--- config.mk ---
export PLATFORM = sky130hd
export DESIGN_NAME = mips_fetch_unit
export DESIGN_NICKNAME = d
export VERILOG_FILES = /design/src/rtl/mips_pkg.sv /design/src/rtl/mips_ras.sv /design/src/rtl/mips_fetch_unit.sv
export SDC_FILE = /design/constraint.sdc
export NUM_CORES = 1
export LEC_CHECK = 0
export BUFFER_PORTS_ARGS = -buffer_cell sky130_fd_sc_hd__buf_2
export CORE_ASPECT_RATIO = 0.9
export CORE_MARGIN = 2
export CORE_UTILIZATION = 30
export DETAILED_ROUTE_END_ITERATION = 6
export SKIP_LAST_GASP = 1
export SYNTH_ARGS = -nofsm -noshare
export SYNTH_HDL_FRONTEND = slang
export SYNTH_SLANG_ARGS = --single-unit
--- constraint.sdc ---
create_clock -name clk -period 3.3 [get_ports clk]
set_input_delay 0.66 -clock clk [delete_from_list [all_inputs] [get_ports clk]]
set_output_delay 0.66 -clock clk [all_outputs]
set_load 0.01 [all_outputs]
--- src/rtl/mips_pkg.sv ---
// Shared definitions for the mini-MIPS fetch path: branch-condition codes and default reset PC.
package mips_pkg;

   typedef enum logic [1:0] {
      BR_EQ = 2'd0,
      BR_NE = 2'd1,
      BR_LT = 2'd2,
      BR_GE = 2'd3
   } br_cond_t;

   localparam logic [31:0] DEFAULT_RESET_PC = 32'h0;

endpackage

--- src/rtl/mips_ras.sv ---
// Circular return-address stack with a count register; pushing when full overwrites the oldest entry.
// push+pop on a non-empty stack replaces the top entry in place.
module mips_ras #(
   parameter int ADDR_W    = 32,
   parameter int RAS_DEPTH = 4
) (
   input  logic              clk,
   input  logic              rst_n,
   input  logic              push,
   input  logic              pop,
   input  logic [ADDR_W-1:0] din,
   output logic [ADDR_W-1:0] top,
   output logic              empty,
   output logic              full
);

   localparam int PW = $clog2(RAS_DEPTH);
   localparam logic [PW:0] FULL_CNT = (PW+1)'(RAS_DEPTH);

   logic [ADDR_W-1:0] mem [RAS_DEPTH];
   logic [PW-1:0]     wptr;
   logic [PW-1:0]     tptr;
   logic [PW:0]       count;
   logic              replace;

   assign tptr    = wptr - 1'b1;
   assign top     = mem[tptr];
   assign empty   = (count == '0);
   assign full    = (count == FULL_CNT);
   assign replace = push && pop && !empty;

   // Contents are not reset; only the count decides validity.
   always_ff @(posedge clk) begin
      if (replace)
         mem[tptr] <= din;
      else if (push)
         mem[wptr] <= din;
   end

   always_ff @(posedge clk or negedge rst_n) begin
      if (!rst_n) begin
         wptr  <= '0;
         count <= '0;
      end else if (replace) begin
         wptr  <= wptr;
      end else if (push) begin
         wptr <= wptr + 1'b1;
         if (!full)
            count <= count + 1'b1;
      end else if (pop && !empty) begin
         wptr  <= tptr;
         count <= count - 1'b1;
      end
   end

endmodule

--- src/rtl/mips_fetch_unit.sv ---
// PC register and next-PC selection (ret > jr > jump > taken branch > sequential) with RAS, stall and halt.
// One-cycle latency from control inputs to pc; halt_req freezes the PC at the edge it is seen.
module mips_fetch_unit
   import mips_pkg::*;
#(
   parameter int          ADDR_W    = 32,
   parameter logic [31:0] RESET_PC  = DEFAULT_RESET_PC,
   parameter int          RAS_DEPTH = 4
) (
   input  logic              clk,
   input  logic              rst_n,
   input  logic              stall,
   input  logic              halt_req,
   input  logic              branch_en,
   input  logic [1:0]        branch_cond,
   input  logic              alu_zero,
   input  logic              alu_neg,
   input  logic [31:0]       branch_off,
   input  logic              jump_en,
   input  logic [25:0]       jump_target,
   input  logic              jr_en,
   input  logic [31:0]       jr_target,
   input  logic              link,
   input  logic              ret_en,
   output logic [ADDR_W-1:0] pc,
   output logic [ADDR_W-1:0] pc_plus1,
   output logic              redirect,
   output logic              ras_empty,
   output logic              ras_full,
   output logic              ras_underflow,
   output logic              halted
);

   logic              accept;
   logic              br_taken;
   logic [ADDR_W-1:0] br_target;
   logic [ADDR_W-1:0] jump_pc;
   logic [ADDR_W-1:0] ras_top;
   logic [ADDR_W-1:0] next_pc;
   logic              next_redirect;
   logic              underflow_set;
   logic              unused_bits;

   assign unused_bits = ^{jr_target, branch_off, jump_target};

   // The cycle that raises halt_req is discarded as well, so the PC freezes on its current value.
   assign accept    = !halted && !stall && !halt_req;
   assign pc_plus1  = pc + 1'b1;
   assign br_target = pc_plus1 + branch_off[ADDR_W-1:0];

   generate
      if (ADDR_W > 26) begin : g_jump_wide
         assign jump_pc = {pc_plus1[ADDR_W-1:26], jump_target};
      end else begin : g_jump_narrow
         assign jump_pc = jump_target[ADDR_W-1:0];
      end
   endgenerate

   always_comb begin
      br_taken = 1'b0;
      case (br_cond_t'(branch_cond))
         BR_EQ: br_taken = alu_zero;
         BR_NE: br_taken = !alu_zero;
         BR_LT: br_taken = alu_neg;
         BR_GE: br_taken = !alu_neg;
         default: br_taken = 1'b0;
      endcase
      br_taken = br_taken && branch_en;
   end

   always_comb begin
      next_pc       = pc_plus1;
      next_redirect = 1'b0;
      underflow_set = 1'b0;
      if (ret_en) begin
         if (ras_empty) begin
            underflow_set = 1'b1;
         end else begin
            next_pc       = ras_top;
            next_redirect = 1'b1;
         end
      end else if (jr_en) begin
         next_pc       = jr_target[ADDR_W-1:0];
         next_redirect = 1'b1;
      end else if (jump_en) begin
         next_pc       = jump_pc;
         next_redirect = 1'b1;
      end else if (br_taken) begin
         next_pc       = br_target;
         next_redirect = 1'b1;
      end
   end

   mips_ras #(
      .ADDR_W    (ADDR_W),
      .RAS_DEPTH (RAS_DEPTH)
   ) u_ras (
      .clk   (clk),
      .rst_n (rst_n),
      .push  (accept && link),
      .pop   (accept && ret_en),
      .din   (pc_plus1),
      .top   (ras_top),
      .empty (ras_empty),
      .full  (ras_full)
   );

   always_ff @(posedge clk or negedge rst_n) begin
      if (!rst_n) begin
         pc            <= RESET_PC[ADDR_W-1:0];
         redirect      <= 1'b0;
         ras_underflow <= 1'b0;
         halted        <= 1'b0;
      end else begin
         if (halt_req)
            halted <= 1'b1;
         if (accept) begin
            pc       <= next_pc;
            redirect <= next_redirect;
            if (underflow_set)
               ras_underflow <= 1'b1;
         end else begin
            redirect <= 1'b0;
         end
      end
   end

endmodule
==> results of run 1 <==
state kept, by name, indices dropped and copies added, names as in the netlist:
| name | count |
|---|---|
| halted | 1 |
| pc | 32 |
| ras_underflow | 1 |
| redirect | 1 |
| u_ras.count | 3 |
| u_ras.mem | 128 |
| u_ras.wptr | 2 |
metrics by stage:
step                      hold slack [ns]  cells  utilization
final                              0.3511   1682       0.4397
after detailed placement           0.4799   1627       0.3932
after global placement             0.4789   1627       0.3932
after CTS                          0.3706   1667       0.4213
after global routing               0.4026   1681       0.4396
after floorplan                    0.3644    888            -
power by group through the flow:
stage          Clock, mW  Sequential, mW  Combinational [mW]
2_1_floorplan          0            2.55                1.04
4_1_cts             2.13            2.47                2.22
3_5_place_dp           0            2.51                2.12
3_3_place_gp           0            2.51                2.11
5_1_grt             2.22            2.47                2.65
6_report            2.11            2.47                2.48
critical path, cell delays in order (launching register included):
cell	delay, ns
dfrtp_1	0.39
and4_1	0.22
and2_4	0.21
nand4_1	0.14
xnor2_2	0.34
ha_4	0.27
a21o_1	0.17
o21bai_4	0.17
a221o_1	0.38
and2_4	0.18
o31a_1	0.29
o21ai_2	0.20
a21oi_2	0.09
a211oi_2	0.23
Yosys cell counts (all sizes together), types with 21 or more instances:
cell type and n:
edfxtp 128, nand2 71, nor2 69, a21oi 65, o21ai 51, dfrtp 40, ha 40, nand3 40
xnor2 34, mux4 32, clkbuf 28, inv 22, xor2 21
layer usage:
layer  wire length, microns  share of wire
met5                      0              0
met2                  17750           0.47
met3                   2223          0.058
met1                  16800           0.44
met4                   1299          0.034
cell families (layout without fill, tap and decap cells):
family                   Yosys count  in the layout
AO/OA/AOI/OAI                    252            252
buffers and inverters             70            441
AND/OR/NAND/NOR                  261            261
multiplexers                      40             40
flip-flops                       168            168
XOR/XNOR                          55             55
adder cells (fa/ha/maj)           42             42
other                              0              1
timing repair:
item,in CTS,in global routing
setup buffers,9,15
hold buffers,0,0
gates cloned,0,0
setup endpoints to repair,14,20
resized for setup,45,103
pin swaps,27,54
final cells by class:
| class | instances | area [sq um] |
|---|---|---|
| multi-input cells | 650 | 5849 |
| clock buffers | 17 | 425.4 |
| diodes | 1 | 2.502 |
| well taps | 422 | 528.0 |
| repair buffers | 386 | 2510 |
| inverters | 23 | 86.33 |
| flip-flops and latches | 168 | 4862 |
| clock inverters | 15 | 190.2 |
| fillers | 3012 | 18420 |
worst paths after layout:
kind,end,slack [ns]
setup / recovery,pc[23],-0.06
hold / removal,pc[10],0.35
setup reg to reg,pc[23],-0.06
hold reg to reg,ras_underflow,0.49
max in group asynchronous,pc[31],2.26
min in group clk,halted,0.48
==> reports/results.tsv, run 1 <==
stage	metric	value	unit
status	run status	complete, but fails checks	
status	failing checks	setup timing	
global_routing	gr busiest metal	met2	
worst_setup_path	CP max FO	7	
yosys	Yosys top cell by area	edfxtp_1	
drt	# DRC	0	
drt	ANT nets after route	0	
job	Max Cap Viol	0	
power_and_ir_drop	sequential power share	0.349	
power_and_ir_drop	Tot Pwr	7.055	mW
worst_setup_path	crit path DAT	3.71	ns
yosys	post-synthesis adder-cell area fraction	0.05405	
power_and_ir_drop	Net Sw Frac	0.3373	
timing	RSZ-0062 raised after global routing	yes	
power_and_ir_drop	Power Density	488.1	mW/mm^2
global_routing	largest net degree at the start of global routing	41	
cells_and_area	area grow syn2layout	44.53	%
timing	Final Critical Period	3.356	ns
floorplan	FP Rows	63	
yosys	mux share of post-synthesis cell area	0.08020	
timing	relative slew slack	0.3817	
yosys	Post-synth EDFFs	128	
worst_setup_path	Crit. End Element	register	
yosys	proportion of netlist area held by the largest area contributor	0.3843	
timing	final setup fails	4	
place	worst slack, placed	-0.2116	ns
yosys	largest family of logic cells by synthesized area	compound AO/OA/AOI/OAI gates	
cells_and_area	fraction of layout instances using a drive strength above 1	0.4956	
drt	Initial DRC Count	976	
worst_setup_path	Setup crit start kind	register	
drt	drt pass-1 iters	5	
cts	root buf cell	clkbuf_16	
cts	CTS Buf Count	17	
cts	H-tree depth	4	
timing	Slew @ Worst Pin	0.9275	ns
cts	Skew-Pair Late Insertion Delay	0.45	ns
cells_and_area	most common cell after layout, fill and taps aside	buf_4	
global_routing	initial antenna violation count	1	
floorplan	Die Y	177.2	microns
worst_setup_path	reg2reg start	pc[5]	
cts	clk sinks	168	
drt	wire per inst	22.64	microns
power_and_ir_drop	Clk pwr share	0.298	
worst_setup_path	Crit. Startpoint	pc[5]	
power_and_ir_drop	Leak	5.722	nW
power_and_ir_drop	Internal Power	4.676	mW
worst_setup_path	worst-case reg-to-reg path depth	13	
floorplan	Initial Utilization	0.3043	
drt	Via-to-Cell Ratio	5.414	
yosys	simple-gate share of the synthesized area	0.1276	
global_routing	met1 GRT Util	0.2961	
cts	CTS tree	built	
cells_and_area	design area	0.01445	sq mm
floorplan	Ports	172	
global_routing	met3 usage	0.03373	
cts	clock transition at the registers of the reported paths	0.08	ns
global_routing	M2 GR Usage	0.3367	
place	DP Area	0.01293	sq mm
place	DP HPWL	28.04	mm
yosys	synth top area cells	edfxtp_1 38%, dfrtp_1 10%, mux4_2 7.2%	
yosys	synthesized area	0.01000	sq mm
yosys	syn nets	1033	
drt	via count	9107	
timing	Final WS setup	-0.05573	ns
timing	period utilisation layout	1.017	
global_routing	vias in the first global route	8666	
floorplan	die span in x	196.5	microns
yosys	Syn Inst Count	888	
place	GP Congestion	0.9308	
yosys	sequential area share after synthesis	0.4844	
global_routing	first-pass GRT wire length	54.65	mm
timing	Max Slew Vio Count	0	
floorplan	Placeable Area	0.03287	sq mm
yosys	Post-synth top flop	edfxtp_1	
floorplan	die area	0.03481	sq mm
power_and_ir_drop	Combinational Power Share	0.352	
cts	worst-case clock buffer depth	2	
cells_and_area	Final #Nets	1391	
timing	endpoints failing hold	0	
power_and_ir_drop	Psw	2.380	mW
timing	clk_skew	0.01365	ns
worst_setup_path	critical path class	register to register	
yosys	total number of yosys warnings	0	
worst_setup_path	Worst Path Required	3.66	ns
global_routing	Remaining Overflow, GRT	0	
yosys	asr flop ratio synth	0.2381	
yosys	Synth cell types	80	
timing	Setup TNS	-0.1720	ns
global_routing	total track usage	0.2137	
place	number of buffers inserted by port buffering	171	
yosys	Synth Register Bits	168	
min_path	Min-Delay Path Class	input port to async pin	
power_and_ir_drop	Worst VDD drop	0.3729	mV
yosys	Synth Area in Compound Gates	0.1745	
yosys	Mapped Avg Cell Area	11.26	sq um
timing	Max Clk Rate	298.0	MHz
yosys	Post-Synth XOR/XNOR Area	0.05042	
drt	drt total wl	38.07	mm
cells_and_area	commonest non-fill, non-tap cells in the layout	209 x buf_4, 171 x buf_2, 128 x edfxtp_1	
Note: power is estimated with default switching activity, not from simulation.
==> run 2, diff against run 1 <==
==> constraint.sdc (replaced) <==
create_clock -name clk -period 4.03 [get_ports clk]
set_input_delay 0.806 -clock clk [delete_from_list [all_inputs] [get_ports clk]]
set_output_delay 0.806 -clock clk [all_outputs]
set_load 0.01 [all_outputs]
==> run 2 against run 1 <==
Against the previous run:
- the flow now finishes without violations
- register-to-register slack gained 0.17 ns
- global-route usage shrank 1.2 points
- fmax is 14% lower
- clock skew fell by 0.0028 ns
- critical path depth grew 1
- core utilization is 6.4 points lower
- largest power group is now registers
==> reports/results.tsv, run 2 (synthesis results as in run 1) <==
stage	metric	value	unit	change
power_and_ir_drop	Power Density	416.6	mW/mm^2	was 488.1 mW/mm^2
cts	clk sinks	168		unchanged
power_and_ir_drop	Leak	4.802	nW	was 5.722 nW
drt	ANT nets after route	0		unchanged
drt	Initial DRC Count	749		was 976
timing	RSZ-0062 raised after global routing	yes		unchanged
global_routing	first-pass GRT wire length	51.63	mm	was 54.65 mm
worst_setup_path	Crit. End Element	register		unchanged
cts	worst-case clock buffer depth	2		unchanged
cells_and_area	Final #Nets	1240		was 1391
cts	hold_buf cts	0		unchanged
place	Inst Count DP	1498		was 1627
power_and_ir_drop	Worst VDD drop	0.2963	mV	was 0.3729 mV
timing	worst hold slack	0.3636	ns	was 0.3511 ns
worst_setup_path	Worst Path Required	4.33	ns	was 3.66 ns
cts	CTS Buf Count	17		unchanged
worst_setup_path	Most Frequent Cell on Critical Path	nand4_1		was and2_4
floorplan	Placeable Area	0.03287	sq mm	unchanged
cells_and_area	final non-filler cell total	1531		was 1682
floorplan	Ports	172		unchanged
job	Max Cap Viol	0		unchanged
cells_and_area	Fill cells	3199		was 3012
global_routing	vias in the first global route	8023		was 8666
timing	relative slew slack	0.4092		was 0.3817
global_routing	Remaining Overflow, GRT	0		unchanged
timing	clk_skew	0.01086	ns	was 0.01365 ns
cts	H-tree depth	4		unchanged
timing	Final WS setup	0.1172	ns	was -0.05573 ns
timing	Max Slew Vio Count	0		unchanged
cells_and_area	max FFs per register	128		unchanged
floorplan	die span in x	196.5	microns	unchanged
cts	root buf cell	clkbuf_16		unchanged
power_and_ir_drop	Tot Pwr	5.146	mW	was 7.055 mW
worst_setup_path	Setup crit start kind	register		unchanged
cells_and_area	design area	0.01235	sq mm	was 0.01445 sq mm
floorplan	Die Y	177.2	microns	unchanged
cells_and_area	Largest regs	u_ras.mem: 128 flops, pc: 32 flops, u_ras.count: 3 flops		unchanged
drt	drt pass-1 iters	5		unchanged
worst_setup_path	crit path DAT	4.21	ns	was 3.71 ns
worst_setup_path	WP buf/inv	1		was 0
cts	clock transition at the registers of the reported paths	0.08	ns	about the same
cts	Setup Buffers After CTS	0		was 9
place	worst slack, placed	0.2007	ns	was -0.2116 ns
place	number of buffers inserted by port buffering	171		unchanged
cells_and_area	fraction of layout instances using a drive strength above 1	0.3069		was 0.4956
floorplan	die area	0.03481	sq mm	unchanged
place	GP Congestion	0.9798		was 0.9308
global_routing	total track usage	0.2016		was 0.2137
drt	Via-to-Cell Ratio	5.509		was 5.414
drt	# DRC	0		unchanged
worst_setup_path	cell family with most CP delay	simple AND/OR/NAND/NOR gates		was compound AO/OA/AOI/OAI gates
worst_setup_path	CP Cell Sequence	nand4_1 -> nor4_4 -> buf_4 -> nand3_1 -> xnor2_1 -> ha_1 -> nand4_1 -> a2111oi_4 -> nand2_2 -> a21o_1 -> and2_4 -> a311oi_2 -> mux2i_1 -> a31oi_1		was and4_1 -> and2_4 -> nand4_1 -> xnor2_2 -> ha_4 -> a21o_1 -> o21bai_4 -> a221o_1 -> and2_4 -> o31a_1 -> o21ai_2 -> a21oi_2 -> a211oi_2
floorplan	FP Rows	63		unchanged
cells_and_area	most common cell after layout, fill and taps aside	buf_2		was buf_4
cts	post-cts resize count	0		was 45
cts	CTS tree	built		unchanged
min_path	Min-Delay Path Class	input port to async pin		unchanged
worst_setup_path	CP max FO	10		was 7
drt	via count	8435		was 9107
global_routing	initial antenna violation count	2		was 1
worst_setup_path	CP max-delay cell	nor4_4		was dfrtp_1
cells_and_area	Reg with most FFs	u_ras.mem		unchanged
timing	final setup fails	0		was 4
floorplan	Initial Utilization	0.3043		unchanged
drt	wire per inst	23.03	microns	was 22.64 microns
worst_setup_path	slowest stage delay, CP	0.47	ns	was 0.39 ns
drt	drt total wl	35.26	mm	was 38.07 mm
status	run status	completed		was complete, but fails checks
timing	Slew @ Worst Pin	0.8862	ns	was 0.9275 ns
cells_and_area	commonest non-fill, non-tap cells in the layout	171 x buf_2, 128 x edfxtp_1, 70 x nand2_1		was 209 x buf_4, 171 x buf_2, 128 x edfxtp_1
timing	period utilisation layout	0.9709		was 1.017
timing	endpoints failing hold	0		unchanged
timing	Max Clk Rate	255.6	MHz	was 298.0 MHz
place	DP HPWL	27.17	mm	was 28.04 mm
worst_setup_path	critical path class	register to register		unchanged
timing	Final Critical Period	3.913	ns	was 3.356 ns
cts	Skew-Pair Late Insertion Delay	0.44	ns	was 0.45 ns
global_routing	largest net degree at the start of global routing	33		was 41
place	DP Area	0.01172	sq mm	was 0.01293 sq mm
cells_and_area	area grow syn2layout	23.50	%	was 44.53%
## run 2: stage by stage
stage,setup TNS [ns],utilization
after global placement,0,0.3566
after CTS,0,0.3751
final,0,0.3757
after global routing,-0.1433,0.3757
after floorplan,0,-
after detailed placement,0,0.3566
## run 2: worst paths after layout
check | end | slack, ns | start | cells after the start
max | pc[31] | 0.12 | pc[4] | 14
min | redirect | 0.36 | rst_n | 1
max reg2reg | pc[31] | 0.12 | pc[4] | 14
min reg2reg | ras_underflow | 0.50 | ras_underflow | 1
max in group asynchronous | u_ras.wptr[0] | 2.88 | rst_n | 2
min in group clk | ras_underflow | 0.50 | ras_underflow | 1
## run 2: worst reg2reg max path: stages, from the launching register on
cell and delay, ns:
dfrtp_1 0.44, nand4_1 0.25, nor4_4 0.47, buf_4 0.20, nand3_1 0.09, xnor2_1 0.20
ha_1 0.48, nand4_1 0.21, a2111oi_4 0.47, nand2_2 0.06, a21o_1 0.17, and2_4 0.16
a311oi_2 0.27, mux2i_1 0.23, a31oi_1 0.10
## run 2: routing by layer
layer | vias to the layer above | track usage | share of wire | wire [microns]
met5 | - | 0 | 0.00020 | 7
met4 | 2 | 0.06282 | 0.026 | 930
met3 | 40 | 0.03430 | 0.064 | 2264
met2 | 333 | 0.3137 | 0.46 | 16130
met1 | 4200 | 0.2867 | 0.45 | 15930
li1 | 3860 | - | - | -
## run 2: cell type report
class	instances	area (sq um)	area share
sequential	168	4846	0.3924
clock inverter	15	181.4	0.01469
tap	422	528.0	0.04275
antenna	1	2.502	0.0002026
clock buffer	17	425.4	0.03444
timing repair buffer	235	1349	0.1092
multi-input combinational	650	4932	0.3994
inverter	23	86.33	0.006990
## run 2: power breakdown
group | switching, mW | internal, mW
Sequential | 0.0925 | 1.95
Combinational | 0.864 | 0.561
Clock | 0.835 | 0.842
==> run 3, diff against run 2 <==
--- a/config.mk
+++ b/config.mk
@@ -10,6 +10,7 @@
 export CORE_MARGIN = 2
 export CORE_UTILIZATION = 30
 export DETAILED_ROUTE_END_ITERATION = 6
+export PLACE_DENSITY = 0.56
 export SKIP_LAST_GASP = 1
 export SYNTH_ARGS = -nofsm -noshare
 export SYNTH_HDL_FRONTEND = slang
==> run 3 against run 2 <==
Against the previous run:
- combinational power barely moved
- clock power fell by 2%
- first-iteration DRC count rose by 18%
- wire length rose by 2.0%
- fmax rose by 1.7%
- critical path depth did not move
- core utilization fell by 0.10 points
- die area did not move
- register-to-register slack improved by 0.06 ns
- worst hold slack improved by 0.11 ns
- sequential cell count did not move
- critical path type unchanged
==> reports/results.tsv, run 3 (synthesis results as in run 1) <==
stage	metric	value	unit	change
min_path	WHS Path Cells	1		
global_routing	initial antenna violation count	0		was 2
global_routing	total track usage	0.2067		was 0.2016
floorplan	Initial Utilization	0.3043		unchanged
global_routing	first-pass GRT wire length	52.43	mm	was 51.63 mm
cells_and_area	Final #Nets	1237		was 1240
cts	worst-case clock buffer depth	2		unchanged
power_and_ir_drop	Power Density	415.6	mW/mm^2	was 416.6 mW/mm^2
cells_and_area	most common cell after layout, fill and taps aside	buf_2		unchanged
worst_setup_path	critical path class	register to register		unchanged
cts	H-tree depth	4		unchanged
cells_and_area	max FFs per register	128		unchanged
timing	clk_skew	0.01253	ns	was 0.01086 ns
power_and_ir_drop	Net Sw Frac	0.3467		was 0.3480
power_and_ir_drop	Clk pwr share	0.321		was 0.326
global_routing	largest net degree at the start of global routing	41		was 33
worst_setup_path	cell family with most CP delay	compound AO/OA/AOI/OAI gates		was simple AND/OR/NAND/NOR gates
cts	CTS Buf Count	17		unchanged
worst_setup_path	Setup crit start kind	register		unchanged
drt	drt total wl	35.97	mm	was 35.26 mm
cells_and_area	area grow syn2layout	23.16	%	was 23.50%
power_and_ir_drop	sequential power share	0.399		was 0.397
cts	clock transition at the registers of the reported paths	0.07	ns	was 0.08 ns
drt	via count	8323		was 8435
worst_setup_path	Worst Path Required	4.33	ns	about the same
timing	Final Critical Period	3.849	ns	was 3.913 ns
min_path	Min-Delay Endpoint	ras_underflow		
floorplan	die area	0.03481	sq mm	unchanged
place	DP HPWL	27.18	mm	was 27.17 mm
min_path	HP Start	ras_underflow		
cts	root buf cell	clkbuf_16		unchanged
timing	Slew @ Worst Pin	1.046	ns	was 0.8862 ns
power_and_ir_drop	Psw	1.775	mW	was 1.791 mW
worst_setup_path	slack of the worst reg-to-reg path	0.18	ns	was 0.12 ns
place	number of buffers inserted by port buffering	171		unchanged
place	GP Congestion	0.9380		was 0.9798
place	worst slack, placed	0.2022	ns	was 0.2007 ns
status	run status	completed		unchanged
cells_and_area	commonest non-fill, non-tap cells in the layout	171 x buf_2, 128 x edfxtp_1, 70 x nand2_1		unchanged
timing	relative slew slack	0.3025		was 0.4092
cts	Skew-Pair Late Insertion Delay	0.44	ns	about the same
worst_setup_path	WP buf/inv	1		unchanged
worst_setup_path	Crit. End Element	register		unchanged
cts	clk sinks	168		unchanged
cells_and_area	Reg with most FFs	u_ras.mem		unchanged
global_routing	vias in the first global route	8021		was 8023
timing	Max Clk Rate	259.8	MHz	was 255.6 MHz
floorplan	FP Rows	63		unchanged
worst_setup_path	CP max FO	6		was 10
worst_setup_path	crit path DAT	4.15	ns	was 4.21 ns
drt	drt pass-1 iters	5		unchanged
drt	wire per inst	23.55	microns	was 23.03 microns
floorplan	Placeable Area	0.03287	sq mm	unchanged
timing	endpoints failing hold	0		unchanged
power_and_ir_drop	Leak	4.769	nW	was 4.802 nW
cells_and_area	fraction of layout instances using a drive strength above 1	0.3140		was 0.3069
timing	final setup fails	0		unchanged
floorplan	die span in x	196.5	microns	unchanged
worst_setup_path	end of the worst register-to-register path	pc[31]		unchanged
min_path	Min-Delay Path Class	register to register		was input port to async pin
drt	Via-to-Cell Ratio	5.451		was 5.509
cts	CTS tree	built		unchanged
cells_and_area	Ant. Diodes	0		was 1
worst_setup_path	reg2reg start	pc[5]		was pc[4]
timing	Setup TNS	0	ns	unchanged
drt	ANT nets after route	0		unchanged
worst_setup_path	CP Cell Sequence	and4_1 -> and2_1 -> buf_4 -> and4_1 -> xor2_1 -> ha_1 -> a21oi_1 -> o21ai_0 -> a21oi_1 -> o21a_1 -> o21ai_0 -> a311oi_2 -> mux2i_1 -> a31oi_1		was nand4_1 -> nor4_4 -> buf_4 -> nand3_1 -> xnor2_1 -> ha_1 -> nand4_1 -> a2111oi_4 -> nand2_2 -> a21o_1 -> and2_4 -> a311oi_2 -> mux2i_1 -> a31oi_1
drt	Initial DRC Count	884		was 749
floorplan	Ports	172		unchanged
job	Max Cap Viol	0		unchanged
drt	# DRC	0		unchanged
timing	Max Slew Vio Count	0		unchanged
worst_setup_path	CP max-delay cell	dfrtp_1		was nor4_4
global_routing	Remaining Overflow, GRT	0		unchanged
power_and_ir_drop	Internal Power	3.344	mW	was 3.355 mW
power_and_ir_drop	Worst VDD drop	0.2546	mV	was 0.2963 mV
timing	period utilisation layout	0.9550		was 0.9709
cts	hold_buf cts	0		unchanged
floorplan	Die Y	177.2	microns	unchanged
timing	Final WS setup	0.1812	ns	was 0.1172 ns
cells_and_area	final non-filler cell total	1527		was 1531
worst_setup_path	slowest stage delay, CP	0.44	ns	was 0.47 ns
power_and_ir_drop	Combinational Power Share	0.280		was 0.277
power_and_ir_drop	Tot Pwr	5.119	mW	was 5.146 mW
cells_and_area	fin util	0.3747		was 0.3757
place	Inst Count DP	1494		was 1498
cells_and_area	Largest regs	u_ras.mem: 128 flops, pc: 32 flops, u_ras.count: 3 flops		unchanged
worst_setup_path	worst-case reg-to-reg path depth	14		unchanged
==> run 3: cell types whose count changed in the layout (fill, tap and decap cells not counted), sizes merged <==
cell / before / now
buf: 235 / 232
clkinv: 10 / 4
clkinvlp: 0 / 3
diode: 1 / 0
inv: 28 / 31
==> run 3: final cells by class <==
cell class | instances | area, sq um
Clock inverter | 15 | 152.6
Tap cell | 422 | 528.0
Inverter | 23 | 86.33
Timing Repair Buffer | 232 | 1314
Multi-Input combinational cell | 650 | 4961
Clock buffer | 17 | 425.4
Fill cell | 3207 | 20550
Sequential cell | 168 | 4850
==> run 3: worst max-delay path by stage <==
stage               cells past startpoint  slack (ns)      to   from
finish                                 14        0.18  pc[31]  pc[5]
global route                           14      -0.005  pc[27]  pc[5]
CTS                                    14        0.15  pc[31]  pc[5]
detailed placement                     14        0.20  pc[31]  pc[5]
global placement                       14        0.22  pc[31]  pc[8]
floorplan                              14        0.39  pc[27]  pc[2]
==> run 3: per-stage QoR <==
stage | instance area [sq um] | hold slack (ns)
3_5_place_dp | 11680 | 0.4626
3_3_place_gp | 11680 | 0.4724
5_1_grt | 12320 | 0.5118
2_1_floorplan | 10000 | 0.4520
4_1_cts | 12260 | 0.4766
6_report | 12320 | 0.4698
==> run 3: power by group through the flow <==
stage | sequential [mW] | combinational (mW) | clock [mW]
floorplan | 2.07 | 0.823 | 0
global placement | 2.08 | 1.39 | 0
detailed placement | 2.08 | 1.40 | 0
CTS | 2.04 | 1.40 | 1.67
global route | 2.06 | 1.55 | 1.74
finish | 2.04 | 1.43 | 1.64
==> run 3: per-layer routing <==
layer,GRT usage,part of all wire,vias to the layer above
li1,-,-,3830
met1,0.2997,0.46,4116
met2,0.3070,0.44,327
met3,0.04154,0.072,50
met4,0.07039,0.027,0
met5,0,0,-
==> run 3: timing repair <==
item / CTS / global route
setup endpoints to repair: 0 / 6
resized for setup: 0 / 14
buffers inserted: 0 / 1
